**src/rtl/elevator_pkg.sv**
```systemverilog
`default_nettype none
// ============================================================================
// Module      : elevator_pkg
// Description : Shared types and constants for the SCAN elevator controller.
// Revision    : 1.0 - initial release
// ============================================================================
package elevator_pkg;

    // Per-car operating state
    typedef enum logic [1:0] {
        IDLE   = 2'd0,
        TRAVEL = 2'd1,
        DWELL  = 2'd2
    } car_state_t;

    localparam logic DIR_UP   = 1'b1;
    localparam logic DIR_DOWN = 1'b0;

endpackage
`default_nettype wire

```
**src/rtl/scan_car.sv**
```systemverilog
`default_nettype none
// ============================================================================
// Module      : scan_car
// Description : One elevator car. Latches floor requests, runs a SCAN
//               (elevator-algorithm) FSM over half-floor positions and
//               pulses 'served' when a request is cleared at a stop.
// Revision    : 1.0 - initial release
// ============================================================================
module scan_car
    import elevator_pkg::*;
#(
    parameter  int NUM_FLOORS   = 6,
    parameter  int TRAVEL_TICKS = 60,
    parameter  int DWELL_TICKS  = 5,
    localparam int POS_W        = $clog2(2*NUM_FLOORS-1)
) (
    input  logic                  clk,
    input  logic                  rst,
    input  logic                  tick,
    input  logic [NUM_FLOORS-1:0] dest_req,
    input  logic [NUM_FLOORS-1:0] hall_req,
    output logic [POS_W-1:0]      half_pos,
    output logic                  dir,
    output logic                  moving,
    output logic                  door_open,
    output logic [NUM_FLOORS-1:0] served
);

    localparam int c_tmr_max = (TRAVEL_TICKS > DWELL_TICKS) ? TRAVEL_TICKS : DWELL_TICKS;
    localparam int c_tmr_w   = $clog2(c_tmr_max + 1);
    localparam int c_flr_w   = POS_W - 1;

    localparam logic [POS_W-1:0]   c_pos_max     = POS_W'(2*NUM_FLOORS-2);
    localparam logic [c_tmr_w-1:0] c_travel_last = c_tmr_w'(TRAVEL_TICKS-1);
    localparam logic [c_tmr_w-1:0] c_dwell_last  = c_tmr_w'(DWELL_TICKS-1);

    // Returns {above, here, below}: pending requests relative to floor fl
    function automatic logic [2:0] scan_floor(input logic [NUM_FLOORS-1:0] p,
                                              input logic [c_flr_w-1:0]    fl);
        logic a;
        logic h;
        logic b;
        a = 1'b0;
        h = 1'b0;
        b = 1'b0;
        for (int f = 0; f < NUM_FLOORS; f++) begin
            if (p[f]) begin
                if (f > int'(fl))       a = 1'b1;
                else if (f == int'(fl)) h = 1'b1;
                else                    b = 1'b1;
            end
        end
        return {a, h, b};
    endfunction

    function automatic logic [NUM_FLOORS-1:0] floor_hot(input logic [c_flr_w-1:0] fl);
        logic [NUM_FLOORS-1:0] v;
        for (int f = 0; f < NUM_FLOORS; f++) begin
            v[f] = (f == int'(fl));
        end
        return v;
    endfunction

    // Head toward the only side with work; with work on both sides keep going
    function automatic logic pick_dir(input logic [2:0] s, input logic cur);
        if (s[2] && !s[0]) return DIR_UP;
        if (s[0] && !s[2]) return DIR_DOWN;
        return cur;
    endfunction

    car_state_t            r_state_q,   w_state_d;
    logic [POS_W-1:0]      r_pos_q,     w_pos_d;
    logic                  r_dir_q,     w_dir_d;
    logic [c_tmr_w-1:0]    r_tmr_q,     w_tmr_d;
    logic [NUM_FLOORS-1:0] r_pending_q, w_pending_d;
    logic [NUM_FLOORS-1:0] r_served_q,  w_served_d;
    logic                  r_moving_q,  w_moving_d;
    logic                  r_door_q,    w_door_d;

    logic [NUM_FLOORS-1:0] w_req;
    logic [NUM_FLOORS-1:0] w_clr_entry;
    logic [NUM_FLOORS-1:0] w_clr_redo;
    logic [POS_W-1:0]      w_step_pos;
    logic [c_flr_w-1:0]    w_cur_fl;
    logic [c_flr_w-1:0]    w_nxt_fl;
    logic [2:0]            w_cur_scan;
    logic [2:0]            w_nxt_scan;
    logic                  w_any;
    logic                  w_at_end;
    logic                  w_ahead;
    logic                  w_behind;

    assign w_req      = dest_req | hall_req;
    assign w_step_pos = r_dir_q ? (r_pos_q + POS_W'(1)) : (r_pos_q - POS_W'(1));
    assign w_cur_fl   = r_pos_q[POS_W-1:1];
    assign w_nxt_fl   = w_step_pos[POS_W-1:1];
    assign w_cur_scan = scan_floor(r_pending_q, w_cur_fl);
    assign w_nxt_scan = scan_floor(r_pending_q, w_nxt_fl);
    assign w_any      = |r_pending_q;
    assign w_at_end   = r_dir_q ? (r_pos_q == c_pos_max) : (r_pos_q == '0);
    assign w_ahead    = r_dir_q ? w_nxt_scan[2] : w_nxt_scan[0];
    assign w_behind   = r_dir_q ? w_nxt_scan[0] : w_nxt_scan[2];

    // Next-state, position, timer and request bookkeeping
    always_comb begin
        w_state_d   = r_state_q;
        w_pos_d     = r_pos_q;
        w_dir_d     = r_dir_q;
        w_tmr_d     = r_tmr_q;
        w_clr_entry = '0;
        w_clr_redo  = '0;

        case (r_state_q)
            IDLE: begin
                if (w_any) begin
                    w_tmr_d = '0;
                    if (w_cur_scan[1]) begin
                        w_state_d   = DWELL;
                        w_clr_entry = floor_hot(w_cur_fl);
                    end else begin
                        w_state_d = TRAVEL;
                        w_dir_d   = pick_dir(w_cur_scan, r_dir_q);
                    end
                end
            end

            TRAVEL: begin
                if (tick) begin
                    if (r_tmr_q == c_travel_last) begin
                        w_tmr_d = '0;
                        if (w_at_end) begin
                            // Never step off the shaft; turn around instead
                            w_dir_d = ~r_dir_q;
                        end else begin
                            w_pos_d = w_step_pos;
                            // Decisions are only taken on arrival at a whole floor
                            if (!w_step_pos[0]) begin
                                if (w_nxt_scan[1]) begin
                                    w_state_d   = DWELL;
                                    w_clr_entry = floor_hot(w_nxt_fl);
                                end else if (!w_ahead) begin
                                    if (w_behind) w_dir_d   = ~r_dir_q;
                                    else          w_state_d = IDLE;
                                end
                            end
                        end
                    end else begin
                        w_tmr_d = r_tmr_q + c_tmr_w'(1);
                    end
                end
            end

            DWELL: begin
                if (w_cur_scan[1]) begin
                    // Fresh call for this floor: serve it and hold the doors
                    w_clr_redo = floor_hot(w_cur_fl);
                    w_tmr_d    = '0;
                end else if (tick) begin
                    if (r_tmr_q == c_dwell_last) begin
                        w_tmr_d = '0;
                        if (w_any) begin
                            w_state_d = TRAVEL;
                            w_dir_d   = pick_dir(w_cur_scan, r_dir_q);
                        end else begin
                            w_state_d = IDLE;
                        end
                    end else begin
                        w_tmr_d = r_tmr_q + c_tmr_w'(1);
                    end
                end
            end

            default: begin
                w_state_d = IDLE;
                w_tmr_d   = '0;
            end
        endcase

        // A request landing on the bit being cleared at arrival keeps it pending
        w_pending_d = (r_pending_q & ~(w_clr_entry | w_clr_redo)) | w_req;
        w_served_d  = (w_clr_entry & ~w_req) | w_clr_redo;
        w_moving_d  = (w_state_d == TRAVEL);
        w_door_d    = (w_state_d == DWELL);
    end

    // State and output registers
    always_ff @(posedge clk) begin
        if (rst) begin
            r_state_q   <= IDLE;
            r_pos_q     <= '0;
            r_dir_q     <= DIR_UP;
            r_tmr_q     <= '0;
            r_pending_q <= '0;
            r_served_q  <= '0;
            r_moving_q  <= 1'b0;
            r_door_q    <= 1'b0;
        end else begin
            r_state_q   <= w_state_d;
            r_pos_q     <= w_pos_d;
            r_dir_q     <= w_dir_d;
            r_tmr_q     <= w_tmr_d;
            r_pending_q <= w_pending_d;
            r_served_q  <= w_served_d;
            r_moving_q  <= w_moving_d;
            r_door_q    <= w_door_d;
        end
    end

    assign half_pos  = r_pos_q;
    assign dir       = r_dir_q;
    assign moving    = r_moving_q;
    assign door_open = r_door_q;
    assign served    = r_served_q;

endmodule
`default_nettype wire

```
**src/rtl/scan_car_controller.sv**
```systemverilog
`default_nettype none
// ============================================================================
// Module      : scan_car_controller
// Description : NUM_CARS independent SCAN elevator cars; this level only
//               slices the flat request/status buses per car.
// Revision    : 1.0 - initial release
// ============================================================================
module scan_car_controller
    import elevator_pkg::*;
#(
    parameter  int NUM_CARS     = 2,
    parameter  int NUM_FLOORS   = 6,
    parameter  int TRAVEL_TICKS = 60,
    parameter  int DWELL_TICKS  = 5,
    localparam int POS_W        = $clog2(2*NUM_FLOORS-1)
) (
    input  logic                           clk,
    input  logic                           rst,
    input  logic                           tick,
    input  logic [NUM_CARS*NUM_FLOORS-1:0] dest_req,
    input  logic [NUM_CARS*NUM_FLOORS-1:0] hall_req,
    output logic [NUM_CARS*POS_W-1:0]      half_pos,
    output logic [NUM_CARS-1:0]            dir,
    output logic [NUM_CARS-1:0]            moving,
    output logic [NUM_CARS-1:0]            door_open,
    output logic [NUM_CARS*NUM_FLOORS-1:0] served
);

    // One self-contained car per slice
    for (genvar c = 0; c < NUM_CARS; c++) begin : g_car
        scan_car #(
            .NUM_FLOORS   (NUM_FLOORS),
            .TRAVEL_TICKS (TRAVEL_TICKS),
            .DWELL_TICKS  (DWELL_TICKS)
        ) u_car (
            .clk       (clk),
            .rst       (rst),
            .tick      (tick),
            .dest_req  (dest_req[c*NUM_FLOORS +: NUM_FLOORS]),
            .hall_req  (hall_req[c*NUM_FLOORS +: NUM_FLOORS]),
            .half_pos  (half_pos[c*POS_W +: POS_W]),
            .dir       (dir[c]),
            .moving    (moving[c]),
            .door_open (door_open[c]),
            .served    (served[c*NUM_FLOORS +: NUM_FLOORS])
        );
    end

endmodule
`default_nettype wire

```
**config.mk**
```make
export PLATFORM = sky130hd
export DESIGN_NAME = scan_car_controller
export DESIGN_NICKNAME = d
export VERILOG_FILES = /design/src/rtl/elevator_pkg.sv /design/src/rtl/scan_car.sv /design/src/rtl/scan_car_controller.sv
export SDC_FILE = /design/constraint.sdc
export NUM_CORES = 1
export LEC_CHECK = 0
export CAP_MARGIN = 20
export CORE_MARGIN = 5
export CORE_UTILIZATION = 36
export DETAILED_ROUTE_END_ITERATION = 8
export SLEW_MARGIN = 20
export SYNTH_ARGS = -nofsm -noshare
export SYNTH_HDL_FRONTEND = slang
export SYNTH_HIERARCHICAL = 1
export SYNTH_SLANG_ARGS = --single-unit
```
**constraint.sdc**
```tcl
create_clock -name clk -period 3.6 [get_ports clk]
set_input_delay 0.72 -clock clk [delete_from_list [all_inputs] [get_ports clk]]
set_output_delay 0.72 -clock clk [all_outputs]
set_load 0.01 [all_outputs]
```
== Word level (Yosys, flattened, before mapping) ==
Index checks and enable logic that the tools add are counted.

* $add $sub $neg: 6
* Magnitude comparators: 20
* Equality and inequality tests: 64
* Mux-type cells: 324
* Bitwise operators: 20
* Reductions and logical operators: 26

{| class="wikitable"
|+ Operators with widths
! operator !! count
|-
| 1-bit 2-to-1 mux || 262
|-
| 6-bit 2-to-1 mux || 28
|-
| 3-bit == test (first input constant) || 16
|-
| 2-bit 2-to-1 mux || 24
|-
| 6-bit OR || 8
|-
| 6-bit one-hot mux with 3 select lines || 2
|-
| 15-bit AND reduction || 2
|-
| 6-bit bitwise AND || 4
|-
| 2-bit by 3-bit greater-than comparator with 1-bit output (first input constant) || 8
|-
| 3-bit greater-than comparator (first input constant) || 8
|-
| 6-bit inverter || 4
|-
| 6-bit one-hot mux with 2 select lines || 2
|-
| 3-bit by 1-bit != test with 1-bit output (second input constant) || 6
|-
| 2-bit by 1-bit != test with 1-bit output (second input constant) || 8
|-
| 2-bit != test (second input constant) || 8
|-
| 6-bit by 1-bit adder with 6-bit output (second input constant) || 2
|-
| 2-bit by 3-bit == test with 1-bit output (first input constant) || 4
|-
| 6-bit by 3-bit == test with 1-bit output (second input constant) || 2
|-
| 6-bit == test (second input constant) || 2
|-
| 1-bit by 3-bit greater-than comparator with 1-bit output (first input constant) || 4
|-
| 3-bit zero test || 4
|-
| 3-bit by 2-bit != test with 1-bit output (second input constant) || 4
|-
| 3-bit != test (second input constant) || 4
|-
| 2-bit one-hot mux with 3 select lines || 2
|-
| 16 further kinds || 42
|}

* Register bits: 54
* Input bits: 27
* Output and inout bits: 26
* Word-level logic and storage cells: 476

== Logic depth before layout (Yosys ltp) ==
* Depth in word-level cells: 39
* Gate-level depth with buffers: 12
* Mapped depth without buffers: 11

== Hierarchy ==
Netlist, hierarchy kept.

{| class="wikitable"
|+ By module, submodules not included
! module !! times used !! cells an instance !! area an instance (um^2) !! seq. area each (um^2)
|-
| scan_car (g_car[1].u_car) || 1 || 246 || 1944.4 || 540.5
|-
| scan_car (g_car[0].u_car) || 1 || 243 || 1936.9 || 540.5
|}

== Least setup slack after synthesis ==
OpenSTA, ideal clock, no wires.

* Kind: register to register
* Start: reg g_car[1].u_car.r_pos_q[1]
* End: reg g_car[1].u_car.r_dir_q
* Setup time: 0.127 ns
* Arrival time: 3.185 ns
* Data required time: 3.473 ns
* Path slack: 0.289 ns
* Cell stages (with the launch flop): 12
* Path buffers: 2
* Period minus slack after synthesis: 3.311 ns
* Cell sequence: dfxtp_1 -> buf_4 -> inv_1 -> fa_1 -> clkbuf_1 -> inv_1 -> mux4_1 -> o21ai_0 -> a31oi_1 -> or3_1 -> o31a_1 -> or3_1

* Longest elaborated chain between the ends: 32
* Elaborated cells on any way between the ends: 166
* Those cells by class: 2 x add/sub; 10 x order compare; 19 x eq/ne; 127 x mux; 8 x reduce/logical

{| class="wikitable"
|+ Ends and longest elaborated chain
! element !! line !! RTL
|-
| start: declaration || scan_car.sv:72 || <nowiki>logic [POS_W-1:0] r_pos_q, w_pos_d;</nowiki>
|-
| start signal: assignment || scan_car.sv:199 || <nowiki>r_pos_q <= w_pos_d;</nowiki>
|-
| 3-bit zero test || scan_car.sv:49 || <nowiki>else if (f == int'(fl)) h = 1'b1;</nowiki>
|-
| 1-bit 2-to-1 mux || scan_car.sv:49 ||
|-
| 1-bit 2-to-1 mux || scan_car.sv:47 || <nowiki>if (p[f]) begin</nowiki>
|-
| 1-bit 2-to-1 mux || scan_car.sv:49 ||
|-
| 1-bit 2-to-1 mux || scan_car.sv:48 || <nowiki>if (f > int'(fl)) a = 1'b1;</nowiki>
|-
| 1-bit 2-to-1 mux || scan_car.sv:47 ||
|-
| 1-bit 2-to-1 mux || scan_car.sv:49 ||
|-
| 1-bit 2-to-1 mux || scan_car.sv:48 ||
|-
| [16 not listed] || - ||
|-
| 1-bit 2-to-1 mux || scan_car.sv:154 || <nowiki>if (w_cur_scan[1]) begin</nowiki>
|-
| 1-bit 2-to-1 mux || scan_car.sv:113 || <nowiki>case (r_state_q)</nowiki>
|-
| 1-bit 2-to-1 mux || scan_car.sv:67 || <nowiki>if (s[0] && !s[2]) return DIR_DOWN;</nowiki>
|-
| 1-bit 2-to-1 mux || scan_car.sv:161 || <nowiki>if (w_any) begin</nowiki>
|-
| 1-bit 2-to-1 mux || scan_car.sv:159 || <nowiki>if (r_tmr_q == c_dwell_last) begin</nowiki>
|-
| 1-bit 2-to-1 mux || scan_car.sv:158 || <nowiki>end else if (tick) begin</nowiki>
|-
| 1-bit 2-to-1 mux || scan_car.sv:154 ||
|-
| 1-bit one-hot mux with 3 select lines || scan_car.sv:113 ||
|-
| end signal: assignment || scan_car.sv:200 || <nowiki>r_dir_q <= w_dir_d;</nowiki>
|-
| end: declaration || scan_car.sv:73 || <nowiki>logic r_dir_q, w_dir_d;</nowiki>
|}

Parallel ways exist; a longest one is shown, timed or not. The select of a mux whose other input is x is not followed.
A chain may end at the register's enable or synchronous reset.

== Final worst setup path ==
* Start: reg g_car[1].u_car.r_pos_q[0]
* End: reg g_car[1].u_car.r_dir_q

* Elaborated cells on any way between the ends: 72
* Those cells by class: 2 x add/sub; 5 x order compare; 10 x eq/ne; 52 x mux; 3 x reduce/logical

{| class="wikitable"
|+ RTL lines
! element !! line !! RTL
|-
| 4-bit by 1-bit subtractor with 4-bit output / 4-bit by 1-bit adder with 4-bit output (equally long branches) || scan_car.sv:94 || <nowiki>assign w_step_pos = r_dir_q ? (r_pos_q + POS_W'(1)) : (r_pos_q - POS_W'(1));</nowiki>
|-
| 4-bit 2-to-1 mux * || scan_car.sv:94 ||
|-
| named net g_car[1].u_car.w_step_pos[0] || scan_car.sv:83 || <nowiki>logic [POS_W-1:0] w_step_pos;</nowiki>
|-
| 3-bit != test (no line) * || - ||
|-
| 15-bit AND reduction (no line) * || - ||
|}

Mark *: on every way through the listed nets, which the timed path passes. The rest lies on a longest branch. The select of a mux whose other input is x is not followed.

==> results by group <==
Setup path
  • Crit path DAT: 3510 ps
  • CP Capture Type: register
  • Critical Path Start Type: register
  • CP Class: register to register
  • CP max FO: 7
  • Flop-to-flop setup slack: 300 ps
  • CP required: 3810 ps

CTS
  • Clock latency at the later pin of the worst-skew pair: 310 ps
  • Cts hold-fix bufs: 0
  • Gates resized, CTS repair: 0
  • Clk slew on worst S/H paths: 110 ps
  • TritonCTS Buffers: 5
  • Clock Tree Root: clkbuf_8
  • CTS max path bufs: 2
  • # Post-CTS Setup Buffers: 0
  • CTS tree: yes
  • H-tree depth: 2
  • TritonCTS Sinks: 54

Global route
  • Pin count of the biggest net entering global routing: 35
  • Gr ovfl total: 0
  • Vias in the first global route: 3708
  • Initial antenna violation count: 0
  • First-pass GRT wire length: 18400 µm
  • GRT Total Usage: 17.0%

Die
  • Io pins: 53
  • Row count: 38
  • Starting Density: 36.3%
  • Core ar.: 10700 µm²
  • Die Span Y: 114 µm
  • Die Area: 13000 µm²
  • Die Wd: 114 µm

Placement
  • GPL Wtd Cong: 0.909
  • Dpl hpwl: 8210 µm
  • Dpl ws: 370 ps
  • # port buffers: 52
  • Post-DP Area: 4510 µm²

Min path
  • Worst hold-check path type: register to register

STA
  • Actual slew at the worst max-slew pin: 663 ps
  • Fin Setup TNS: 0 ps
  • PnR worst setup slack: 296 ps
  • Rel. slew slack: 55.8%
  • Tmin final: 3300 ps
  • Crit share post-route: 91.8%
  • RSZ-0062 raised after global routing: no
  • Finish-stage setup viols: 0
  • Fin. Hold Viols: 0
  • Max-slew violation count: 0
  • Max frequency: 0.303 GHz
  • Clock skew: 8.53 ps

Logic synthesis
  • Ys Warns: 6
  • EDFF count, synth: 0
  • Ys async rst share: 0%
  • Mapped Avg Cell Area: 7.94 µm²
  • Syn nets: 538
  • Ys flop type: dfxtp_1
  • Most area-hungry cell type in the Yosys netlist: dfxtp_1
  • Netlist cell types: 79
  • Sequential share of the synthesized area: 27.9%
  • Mapped cell area: 3880 µm²
  • Synth top area cells: dfxtp_1, ha_1, nor2_1
  • Synthesized flop and latch total: 54
  • Syn Inst Count: 489
  • Top cell type's share of synthesized area: 27.9%

Route
  • Routed wire length: 10900 µm
  • Routed length per instance: 16.1 µm
  • DR vias/cell: 5.65
  • DRT iter0 DRCs: 227
  • Antenna-violating nets left: 0
  • Via count: 3813
  • DRC: 0
  • DR pass1 iterations: 5

Cells and area
  • Fillers: 1066
  • Share of layout cells above drive strength 1: 8.04%
  • Core Util, Final: 43.0%
  • Nets: 583
  • Post-Layout Inst Area: 4600 µm²
  • Area Overhead vs Synth: 18.6%
  • # diodes: 0

Power and ir drop
  • Power Total: 1.54 mW
  • Pwr/cell area: 334 nW/µm²
  • Leak: 1.72 nW
  • Max VDD drop: 0.183 mV

Flow run
  • Max Cap Viol: 0

Status
  • Status: finished, final reports clean
synthesized netlist by cell type, drive strengths merged, types with 6 or more instances:
library cell and n:
a211oi 8, a21oi 33, a31oi 12, and3 12
buf 11, clkbuf 12, dfxtp 54, ha 20
inv 30, mux2 7, nand2 30, nand3 21
nand3b 7, nor2 58, nor2b 11, nor3 23
nor4b 6, o21ai 22, o22a 8, o31ai 9
or2 6, xor2 7
layer usage:
metal | global-route usage, % | vias to the layer above | routed length [µm]
li1 | - | 1897 | -
met1 | 23.4 | 1771 | 5050
met2 | 27.8 | 135 | 5050
met4 | 4.20 | 0 | 108
met3 | 2.71 | 10 | 648
met5 | 0 | - | 0
metrics by stage:
| step | hold WS (ps) | instances |
|---|---|---|
| 2_1_floorplan | 472 | 489 |
| 3_3_place_gp | 510 | 667 |
| 3_5_place_dp | 525 | 667 |
| 4_1_cts | 543 | 675 |
| 5_1_grt | 570 | 675 |
| 6_report | 538 | 675 |
path summary, 6_finish.rpt:
check	from	end	cells after the start
max	g_car[1].u_car/half_pos[0]$_SDFFE_PP0P_	g_car[1].u_car/dir$_SDFFE_PP1P_	9
min	g_car[0].u_car/r_tmr_q[2]$_SDFFE_PP0P_	g_car[0].u_car/r_tmr_q[2]$_SDFFE_PP0P_	2
max reg2reg	g_car[1].u_car/half_pos[0]$_SDFFE_PP0P_	g_car[1].u_car/dir$_SDFFE_PP1P_	9
min reg2reg	g_car[0].u_car/r_tmr_q[2]$_SDFFE_PP0P_	g_car[0].u_car/r_tmr_q[2]$_SDFFE_PP0P_	2
power breakdown:
group | switching [mW] | total, mW | internal (mW) | leakage (nW)
logic | 0.277 | 0.496 | 0.219 | 1.24
registers | 0.0498 | 0.681 | 0.631 | 0.441
clock network | 0.222 | 0.363 | 0.141 | 0.0447
total | 0.549 | 1.54 | 0.991 | 1.72
layout by cell type (no fill, tap or decap), drive strengths merged, types with 6 or more instances in the layout:
| master | instances |
|---|---|
| nor2 | 58 |
| dfxtp | 54 |
| clkdlybuf4s50 | 51 |
| a21oi | 33 |
| inv | 31 |
| nand2 | 30 |
| nor3 | 23 |
| o21ai | 22 |
| nand3 | 21 |
| ha | 20 |
| and3 | 12 |
| a31oi | 12 |
| nor2b | 11 |
| buf | 10 |
| o31ai | 9 |
| a211oi | 8 |
| o22a | 8 |
| xor2 | 7 |
| nand3b | 7 |
| mux2 | 7 |
| or2 | 6 |
| nor4b | 6 |
state kept, by name, summed over array words and instances, names as in the netlist:
name                     count
g_car.u_car/half_pos         8
g_car.u_car/r_state_q        4
g_car.u_car/r_pending_q     12
g_car.u_car/dir              2
g_car.u_car/r_tmr_q         12
g_car.u_car/served          12
g_car.u_car/moving           2
g_car.u_car/door_open        2
kinds of logic (layout without fill, tap and decap cells):
group | Yosys count | after routing | share of synthesized area [%]
mux | 14 | 14 | 4.77
buf+inv | 53 | 99 | 6.22
flops | 54 | 54 | 27.9
compound gates | 142 | 142 | 25.6
simple gates | 192 | 192 | 25.4
xor+xnor | 12 | 12 | 2.71
fa+ha+maj | 22 | 22 | 7.48
area by class of cell:
cell class	instances	area [µm²]	share of cell area, %
well taps	140	175	3.80
clock inverters	3	25.0	0.543
inverters	30	113	2.45
flip-flops and latches	54	1080	23.5
clock buffers	5	68.8	1.49
multi-input cells	382	2560	55.6
repair buffers	61	583	12.7
worst max-delay path, cell delays in order, from the launching register on:
cell and delay (ps):
dfxtp_1 450, inv_1 120, fa_1 500, inv_1 230, mux4_1 590, o21ai_0 220
a31oi_1 140, or3_1 350, o31a_1 280, or3_1 330
Note: power is estimated with default switching activity, not from simulation.
